--- src/rtl/cmsdk_mcu_ahb_resp_mux_pkg.sv ---
// Shared AHB encodings for the MCU data-phase return path: transfer types,
// response codes and the default-slave state encoding.
package cmsdk_mcu_ahb_resp_mux_pkg;

    localparam logic [1:0] HTRANS_IDLE   = 2'b00;
    localparam logic [1:0] HTRANS_BUSY   = 2'b01;
    localparam logic [1:0] HTRANS_NONSEQ = 2'b10;
    localparam logic [1:0] HTRANS_SEQ    = 2'b11;

    localparam logic HRESP_OKAY  = 1'b0;
    localparam logic HRESP_ERROR = 1'b1;

    typedef enum logic [1:0] {
        DS_IDLE = 2'd0,
        DS_ERR1 = 2'd1,
        DS_ERR2 = 2'd2
    } ds_state_e;

    // NONSEQ and SEQ both carry bit 1; IDLE and BUSY must complete as OKAY.
    function automatic logic htrans_active(input logic [1:0] htrans);
        return htrans[1];
    endfunction

endpackage

--- src/rtl/cmsdk_mcu_ahb_def_slave.sv ---
// Default slave for unmapped addresses: answers active transfers with a
// two-cycle ERROR response and everything else with a zero-wait OKAY.
module cmsdk_mcu_ahb_def_slave
    import cmsdk_mcu_ahb_resp_mux_pkg::*;
(
    input  logic      HCLK,
    input  logic      HRESETn,
    input  logic      HREADY,
    input  logic      trans_active_i,
    input  logic      DEFSLV_HSEL,
    output logic      ready_o,
    output logic      resp_o,
    output ds_state_e state_o
);

    ds_state_e state_q, state_d;
    logic      err_start;

    assign err_start = HREADY & DEFSLV_HSEL & trans_active_i;

    always_ff @(posedge HCLK or negedge HRESETn) begin
        if (!HRESETn) begin
            state_q <= DS_IDLE;
        end else begin
            state_q <= state_d;
        end
    end

    always_comb begin
        state_d = state_q;
        ready_o = 1'b1;
        resp_o  = HRESP_OKAY;
        unique case (state_q)
            DS_IDLE: begin
                if (err_start) state_d = DS_ERR1;
            end
            DS_ERR1: begin
                ready_o = 1'b0;
                resp_o  = HRESP_ERROR;
                state_d = DS_ERR2;
            end
            DS_ERR2: begin
                resp_o  = HRESP_ERROR;
                // A new unmapped address accepted here chains straight into another error.
                state_d = err_start ? DS_ERR1 : DS_IDLE;
            end
            default: state_d = DS_IDLE;
        endcase
    end

    assign state_o = state_q;

endmodule

--- src/rtl/cmsdk_mcu_ahb_resp_mux.sv ---
// Data-phase response mux: registers the decoder selects at address-phase
// acceptance and AND-OR combines the owning slaves' responses for the CPU.
module cmsdk_mcu_ahb_resp_mux
    import cmsdk_mcu_ahb_resp_mux_pkg::*;
#(
    parameter int NUM_SLV = 8,
    parameter int DW      = 32
) (
    input  logic                  HCLK,
    input  logic                  HRESETn,
    input  logic                  HREADY,
    input  logic [1:0]            HTRANS,
    input  logic [NUM_SLV-1:0]    HSEL_IN,
    input  logic                  DEFSLV_HSEL,
    input  logic [NUM_SLV-1:0]    HREADYOUT_IN,
    input  logic [NUM_SLV-1:0]    HRESP_IN,
    input  logic [NUM_SLV*DW-1:0] HRDATA_IN,
    output logic                  HREADYOUT,
    output logic                  HRESP,
    output logic [DW-1:0]         HRDATA,
    output logic                  MULTI_SEL_ERR
);

    localparam logic [NUM_SLV:0] DSEL_ONE = 1;

    logic [NUM_SLV:0] dsel_q, dsel_d;
    logic             def_ready;
    logic             def_resp;
    ds_state_e        def_state;

    // dsel freezes during wait states so a new address phase cannot steal the data phase.
    assign dsel_d = HREADY ? {DEFSLV_HSEL, HSEL_IN} : dsel_q;

    always_ff @(posedge HCLK or negedge HRESETn) begin
        if (!HRESETn) begin
            dsel_q <= '0;
        end else begin
            dsel_q <= dsel_d;
        end
    end

    cmsdk_mcu_ahb_def_slave u_def_slave (
        .HCLK           (HCLK),
        .HRESETn        (HRESETn),
        .HREADY         (HREADY),
        .trans_active_i (htrans_active(HTRANS)),
        .DEFSLV_HSEL    (DEFSLV_HSEL),
        .ready_o        (def_ready),
        .resp_o         (def_resp),
        .state_o        (def_state)
    );

    logic [1:0] unused_dbg;
    assign unused_dbg = {HTRANS[0], ^def_state};

    always_comb begin
        HRDATA    = '0;
        HREADYOUT = 1'b1;
        HRESP     = HRESP_OKAY;
        for (int i = 0; i < NUM_SLV; i++) begin
            if (dsel_q[i]) begin
                HRDATA    = HRDATA | HRDATA_IN[i*DW +: DW];
                HREADYOUT = HREADYOUT & HREADYOUT_IN[i];
                HRESP     = HRESP | HRESP_IN[i];
            end
        end
        // Default slave read data is always zero, so it only joins the ready/resp terms.
        if (dsel_q[NUM_SLV]) begin
            HREADYOUT = HREADYOUT & def_ready;
            HRESP     = HRESP | def_resp;
        end
    end

    assign MULTI_SEL_ERR = ((dsel_q & (dsel_q - DSEL_ONE)) != '0);

endmodule
--- config.mk ---
export PLATFORM = sky130hd
export DESIGN_NAME = cmsdk_mcu_ahb_resp_mux
export DESIGN_NICKNAME = d
export VERILOG_FILES = /design/src/rtl/cmsdk_mcu_ahb_resp_mux_pkg.sv /design/src/rtl/cmsdk_mcu_ahb_def_slave.sv /design/src/rtl/cmsdk_mcu_ahb_resp_mux.sv
export SDC_FILE = /design/constraint.sdc
export NUM_CORES = 1
export LEC_CHECK = 0
export CORE_AREA = 5 5 121 123
export DETAILED_ROUTE_END_ITERATION = 8
export DIE_AREA = 0 0 126 128
export PLACE_DENSITY = 0.62
export SLEW_MARGIN = 20
export SYNTH_ARGS = -nofsm -noshare
export SYNTH_HDL_FRONTEND = slang
export SYNTH_SLANG_ARGS = --single-unit
--- constraint.sdc ---
create_clock -name HCLK -period 1.4 [get_ports HCLK]
set_input_delay 0.21 -clock HCLK [delete_from_list [all_inputs] [get_ports HCLK]]
set_output_delay 0.21 -clock HCLK [all_outputs]
set_load 0.03 [all_outputs]
**Word level (Yosys, flattened, before mapping)**

Cells that the tools add are included.

- Register bits: 11
- Output and inout port bits: 35
- Logic and storage cells: 66

- Add/sub/neg operators: 1
- Equal/unequal tests: 3
- Multiplexer cells: 31
- Bitwise operators: 26
- Reduce and logical (&&, ||, !) cells: 3

Operator list:

| operator | number |
|---|---|
| $mux W32 | 8 |
| $or A32 B32 Y32 | 7 |
| $mux W1 | 21 |
| $and A1 B1 Y1 | 10 |
| $and A9 B9 Y9 | 1 |
| $reduce_bool A9 Y1 | 1 |
| $sub A9 B1 Y9 const B | 1 |
| $or A1 B1 Y1 | 8 |
| $pmux W2 S3 | 1 |
| $eq A2 B1 Y1 const B | 1 |
| $eq A2 B2 Y1 const B | 1 |
| $logic_not A2 Y1 | 1 |
| $mux W2 | 1 |
| $ne A2 B1 Y1 const B | 1 |
| $reduce_or A2 Y1 | 1 |

**Logic depth before layout (Yosys ltp)**

- Word-level depth: 17
- Mapped depth: 5

**Modules after synthesis**

From an unflattened synthesis, not the netlist that was laid out.

- Cells, all modules: 260
- Area total of the unflattened synthesis: 1979.4 sq um

By module, submodules not included:

| module | times used | cells each | area an instance (sq um) | seq. area each (sq um) |
|---|---|---|---|---|
| cmsdk_mcu_ahb_resp_mux | 1 | 243 | 1795.5 | 225.2 |
| cmsdk_mcu_ahb_def_slave | 1 | 17 | 183.9 | 50.0 |

**Worst setup path before layout**

OpenSTA, ideal clock, no wires.

- Path type: register to output
- From: register dsel_q[3]
- To: output port HREADYOUT
- Arrival: 1677 ps
- Data required time: 1190 ps
- Setup slack: -487 ps
- Stages on the path, launching flop included: 4
- Buffers on the path: 1
- Cells stage by stage: dfrtp_1 > clkbuf_1 > nor2b_1 > nor4_1

- Cells in the longest elaborated chain, start to end: 11

Ends and longest elaborated chain:

| item | line | source |
|---|---|---|
| start, declared | cmsdk_mcu_ahb_resp_mux.sv:26 | `logic [NUM_SLV:0] dsel_q, dsel_d;` |
| start signal, assigned | cmsdk_mcu_ahb_resp_mux.sv:38 | `dsel_q <= dsel_d;` |
| $mux W1 * | cmsdk_mcu_ahb_resp_mux.sv:61 | `if (dsel_q[i]) begin` |
| $and A1 B1 Y1 | cmsdk_mcu_ahb_resp_mux.sv:63 | `HREADYOUT = HREADYOUT & HREADYOUT_IN[i];` |
| $mux W1 * | cmsdk_mcu_ahb_resp_mux.sv:61 |  |
| $and A1 B1 Y1 | cmsdk_mcu_ahb_resp_mux.sv:63 |  |
| $mux W1 * | cmsdk_mcu_ahb_resp_mux.sv:61 |  |
| $and A1 B1 Y1 | cmsdk_mcu_ahb_resp_mux.sv:63 |  |
| $mux W1 * | cmsdk_mcu_ahb_resp_mux.sv:61 |  |
| $and A1 B1 Y1 | cmsdk_mcu_ahb_resp_mux.sv:63 |  |
| $mux W1 * | cmsdk_mcu_ahb_resp_mux.sv:61 |  |
| $and A1 B1 Y1 | cmsdk_mcu_ahb_resp_mux.sv:69 | `HREADYOUT = HREADYOUT & def_ready;` |
| $mux W1 * | cmsdk_mcu_ahb_resp_mux.sv:68 | `if (dsel_q[NUM_SLV]) begin` |
| end, declared | cmsdk_mcu_ahb_resp_mux.sv:18 | `output logic HREADYOUT,` |

Mark *: on every way between the ends. The rest lies on a longest branch, timed or not.

**Final worst setup path**

- From: register dsel_q[0]
- To: output port MULTI_SEL_ERR

- Cells in the longest elaborated chain, start to end: 3

Ends and longest elaborated chain:

| item | line | source |
|---|---|---|
| $sub A9 B1 Y9 | cmsdk_mcu_ahb_resp_mux.sv:74 | `assign MULTI_SEL_ERR = ((dsel_q & (dsel_q - DSEL_ONE)) != '0);` |
| $and A9 B9 Y9 * | cmsdk_mcu_ahb_resp_mux.sv:74 |  |
| $reduce_bool A9 Y1 * | cmsdk_mcu_ahb_resp_mux.sv:74 |  |
| end, declared | cmsdk_mcu_ahb_resp_mux.sv:21 | `output logic MULTI_SEL_ERR` |

Marks and branches as above.

==> results.md <==
- The run finished, with violations left.
- The checks that failed: setup timing.
- The initial detailed-routing violation count is roughly 170.
- The initialized floorplan defines 43 standard-cell rows.
- The clock passes through at most 2 buffers.
- The via density per instance is between 5 and 6.
- TritonCTS built the clock tree.
- Data arrives at the worst endpoint at 1.63 ns.
- The H-tree depth is 1.
- Data on the critical path is required at its endpoint by 1.19 ns.
- The area enclosed by the die boundary is between 15000 and 20000 um2.
- The max-slew headroom at the worst pin is 67.36%.
- Detailed placement finished with a half-perimeter wire length of about 13 mm.
- The share of post-route cells with drive strength above 1 is about a fifth.
- Summing the sequential cell areas from Yosys gives ~14% of the chip area.
- The number of global-route vias before repair is about 4400.
- The floorplan step set the die width to ~130 um.
- A synthesized cell averages 7.551 um2.
- The buffer and inverter count on the worst path is 1.
- 0 antenna diodes ended up in the layout.
- Setup violations remaining at the end of the flow were counted as 35.
- The placed cell area is about 5400 um2.
- In the post-synthesis netlist, the biggest area contributors are sky130_fd_sc_hd__a22oi_1, sky130_fd_sc_hd__dfrtp_1, sky130_fd_sc_hd__nand4_1.
- The floorplan step set the die height to around 130 um.
- The via count is 3839.
- The top cell type by area accounts for between 40% and 50% of the synthesized area.
- Synthesis instantiated 32 different standard cells from the library.
- The cell type contributing the most total cell area after synthesis is sky130_fd_sc_hd__a22oi_1.
- The clock transition at the registers of the reported paths is 0.04 ns.
- In the routed design, unresolved DRC markers number 0.
- The layout net count is just under 900.
- Walking the worst path, the cells encountered are or4_4 > a211oi_2 > o21ai_2 > buf_12.
- The worst setup slack after layout is -0.4433 ns.
- VDD sags by at most between 0.4 and 0.5 mV.
- Counting every instance in the synthesized netlist gives 260.
- The critical path is of the reg -> out type.
- The slowest stage of the critical path belongs to the cell sky130_fd_sc_hd__or4_4.
- The number of buffers inserted for hold repair after clock tree synthesis is 0.
- The endpoint class of the critical path is an output port.
- The nature of the critical path startpoint is a flop.
- The top fanout value on the critical path is 2.
- Compared with the post-synthesis result, the final layout area differs by 203.1%.
- The total number of yosys warnings is 0.
- The congestion estimate from routability-driven global placement came to around 0.94.
- The slew at the pin closest to its max-slew limit is a little under 0.5 ns.
- The initial antenna violation count came to 0.
- The remaining antenna violation count after routing is 0.
- Clock tree synthesis inserted a total of 3 buffers.
- The finished layout cell area is 5949 um2.
- The top-level I/O count is approximately 320.
- Global routing consumed, over all layers together, a little under a fifth of the routing resources.
- Max-cap violations in this run came to 0.
- The insertion delay to the later sink of the worst-skew pair is 0.23 ns.
- Derived from the worst setup path, the maximum achievable clock frequency is 542.5 MHz.
- Setup repair after global routing could not meet its margin everywhere.
- The analysis attributes to cell leakage a power of 2.215 nW.
- The maximum cell stage delay along the critical path is ~0.56 ns.
- The number of hold-slack violations in the final timing report is 0.
- The routed wire length is roughly 17 mm.
- The total overflow reported by the global router is 0.
- The port buffer count is approximately 320.
- For this run, the number of standard cells in the final layout without fillers is 760.
- Counting I/O delays and the setup requirement, the final critical path takes 1.843 ns.
- The number of synthesized register bits is 11.
- Of the available clock period, the critical path in the final layout requires 131.7%.
- The average routed wire per standard cell is 22.02 um.
- Before antenna repair, the detailed router went through 5 iterations.
- The number of nets in the synthesized netlist is ~550.
- Entering global routing, the biggest net connects 37 pins.
- The initial standard-cell utilization of the core is 14.48%.
- The largest delay contributor family on the critical path is simple AND/OR/NAND/NOR gates.
- After detailed placement, the design holds a cell count of about 750.
- Clock tree synthesis selected as its root buffer the cell sky130_fd_sc_hd__clkbuf_16.
- The min-delay analysis places its worst path in the category in -> async.
- The clock arrives with 0.0001969 ns of skew.
- The clock net in this run drives a total of 11 sinks.
- The synthesized netlist occupies a cell area of 1963 um2.
- In this run the standard cell core region covers roughly 14000 um2.
- In this run the power density over the cells is 585.2 nW/um2.
- The first global-routing pass estimated ~24 mm of wire.
- The count of pins over their slew limit was 0.
[placed cells by master (no fill, tap or decap), types with 2 or more instances in the layout]
master,n
sky130_fd_sc_hd__a22oi_1,95
sky130_fd_sc_hd__dfrtp_2,2
sky130_fd_sc_hd__nand4_1,32
sky130_fd_sc_hd__nand2b_1,2
sky130_fd_sc_hd__buf_6,38
sky130_fd_sc_hd__clkbuf_16,3
sky130_fd_sc_hd__mux2_1,2
sky130_fd_sc_hd__ha_1,5
sky130_fd_sc_hd__a22o_1,2
sky130_fd_sc_hd__buf_4,15
sky130_fd_sc_hd__buf_8,2
sky130_fd_sc_hd__o22ai_1,2
sky130_fd_sc_hd__mux2_2,3
sky130_fd_sc_hd__dfrtp_1,9
sky130_fd_sc_hd__buf_12,9
sky130_fd_sc_hd__nand2_1,7
sky130_fd_sc_hd__nor2_1,2
sky130_fd_sc_hd__inv_1,7
sky130_fd_sc_hd__a211oi_2,2
sky130_fd_sc_hd__o21ai_0,5
sky130_fd_sc_hd__clkdlybuf4s50_1,284
sky130_fd_sc_hd__a22oi_2,34
sky130_fd_sc_hd__nor3_1,2
[cell usage after synthesis (all sizes together)]
library cell / instances
buf: 6
nor3: 2
o21ai: 6
o22ai: 2
a22oi: 129
or3: 1
nand3: 2
inv: 7
o32a: 1
ha: 5
a22o: 2
mux2i: 1
nand2b: 2
or4: 1
a211oi: 3
mux2: 5
nor2b: 1
nor4: 1
nand4: 32
nor2: 2
a221oi: 1
a21oi: 1
a222oi: 1
dfrtp: 11
nand2: 7
clkbuf: 27
o2111ai: 1
[per-layer routing]
metal	track usage [%]	part of all wire (%)	vias to the layer above
met5	0	0	-
met4	3.344	1.9	0
met3	3.708	7.9	26
met2	36.15	52	251
met1	22.09	38	1802
li1	-	-	1760
[logic make-up after synthesis]
logic type	after synthesis	share of synthesized area, %
adder cells (fa/ha/maj)	5	3.187
AND/OR/NAND/NOR	51	15.11
AO/OA/AOI/OAI	147	56.21
buffers and inverters	40	8.094
multiplexers	6	3.378
flip-flops	11	14.02
[sequential cells by signal (all words and copies together) (netlist names)]
name,flops
dsel_q,9
u_def_slave.state_o,2
[where the power goes]
group	internal (W)	switching, W
combinational	0.00146	0.00110
sequential	0.000365	0.0000439
clock	0.000381	0.000132
total	0.00221	0.00128
[cell type report]
cell class | instances | area, um2
tap | 180 | 225.2
fill | 1351 | 7609
multi-input combinational | 209 | 1720
inverter | 7 | 26.28
timing repair buffer | 349 | 3621
sequential | 11 | 277.8
clock buffer | 4 | 78.83
[path summary, 6_finish.rpt]
kind | from | endpoint | slack [ns] | depth (start not counted)
worst max-delay path | dsel_q[0] | MULTI_SEL_ERR | -0.44 | 4
worst min-delay path | HRESETn | dsel_q[8] | 0.31 | 1
worst max register to register | u_def_slave.state_o[0] | u_def_slave.state_o[1] | 0.26 | 4
worst min register to register | u_def_slave.state_o[1] | u_def_slave.state_o[1] | 0.61 | 2
max in group asynchronous | HRESETn | dsel_q[7] | 0.73 | 1
min in group HCLK | HSEL_IN[6] | dsel_q[6] | 0.54 | 3
[stage by stage]
stage	hold slack [ns]	setup WS (ns)	power [W]	TNS [ns]	utilization [%]
after detailed placement	0.5725	-0.2777	0.002665	-1.665	39.90
after floorplan	-0.08559	-0.1952	0.001343	-0.3302	-
after global placement	0.5698	-0.2790	0.002634	-1.204	39.90
after CTS	0.3235	-0.4385	0.003508	-9.402	44.07
after global routing	0.3466	-0.4968	0.003663	-10.53	43.88
final	0.3083	-0.4433	0.003482	-8.493	43.88
[worst reg2reg max path, stage by stage, from the launching register on]
cell and delay (ns):
sky130_fd_sc_hd__dfrtp_1 0.34, sky130_fd_sc_hd__inv_1 0.06, sky130_fd_sc_hd__ha_1 0.22, sky130_fd_sc_hd__nand2_1 0.08, sky130_fd_sc_hd__mux2_1 0.32
[what timing repair did]
action                                  CTS  global route
pin swaps                                32            10
setup buffers                             6             2
cloned                                    4             0
resized for setup                        77            12
endpoints found under the setup margin   35            35
(Power assumes the default switching activity.)
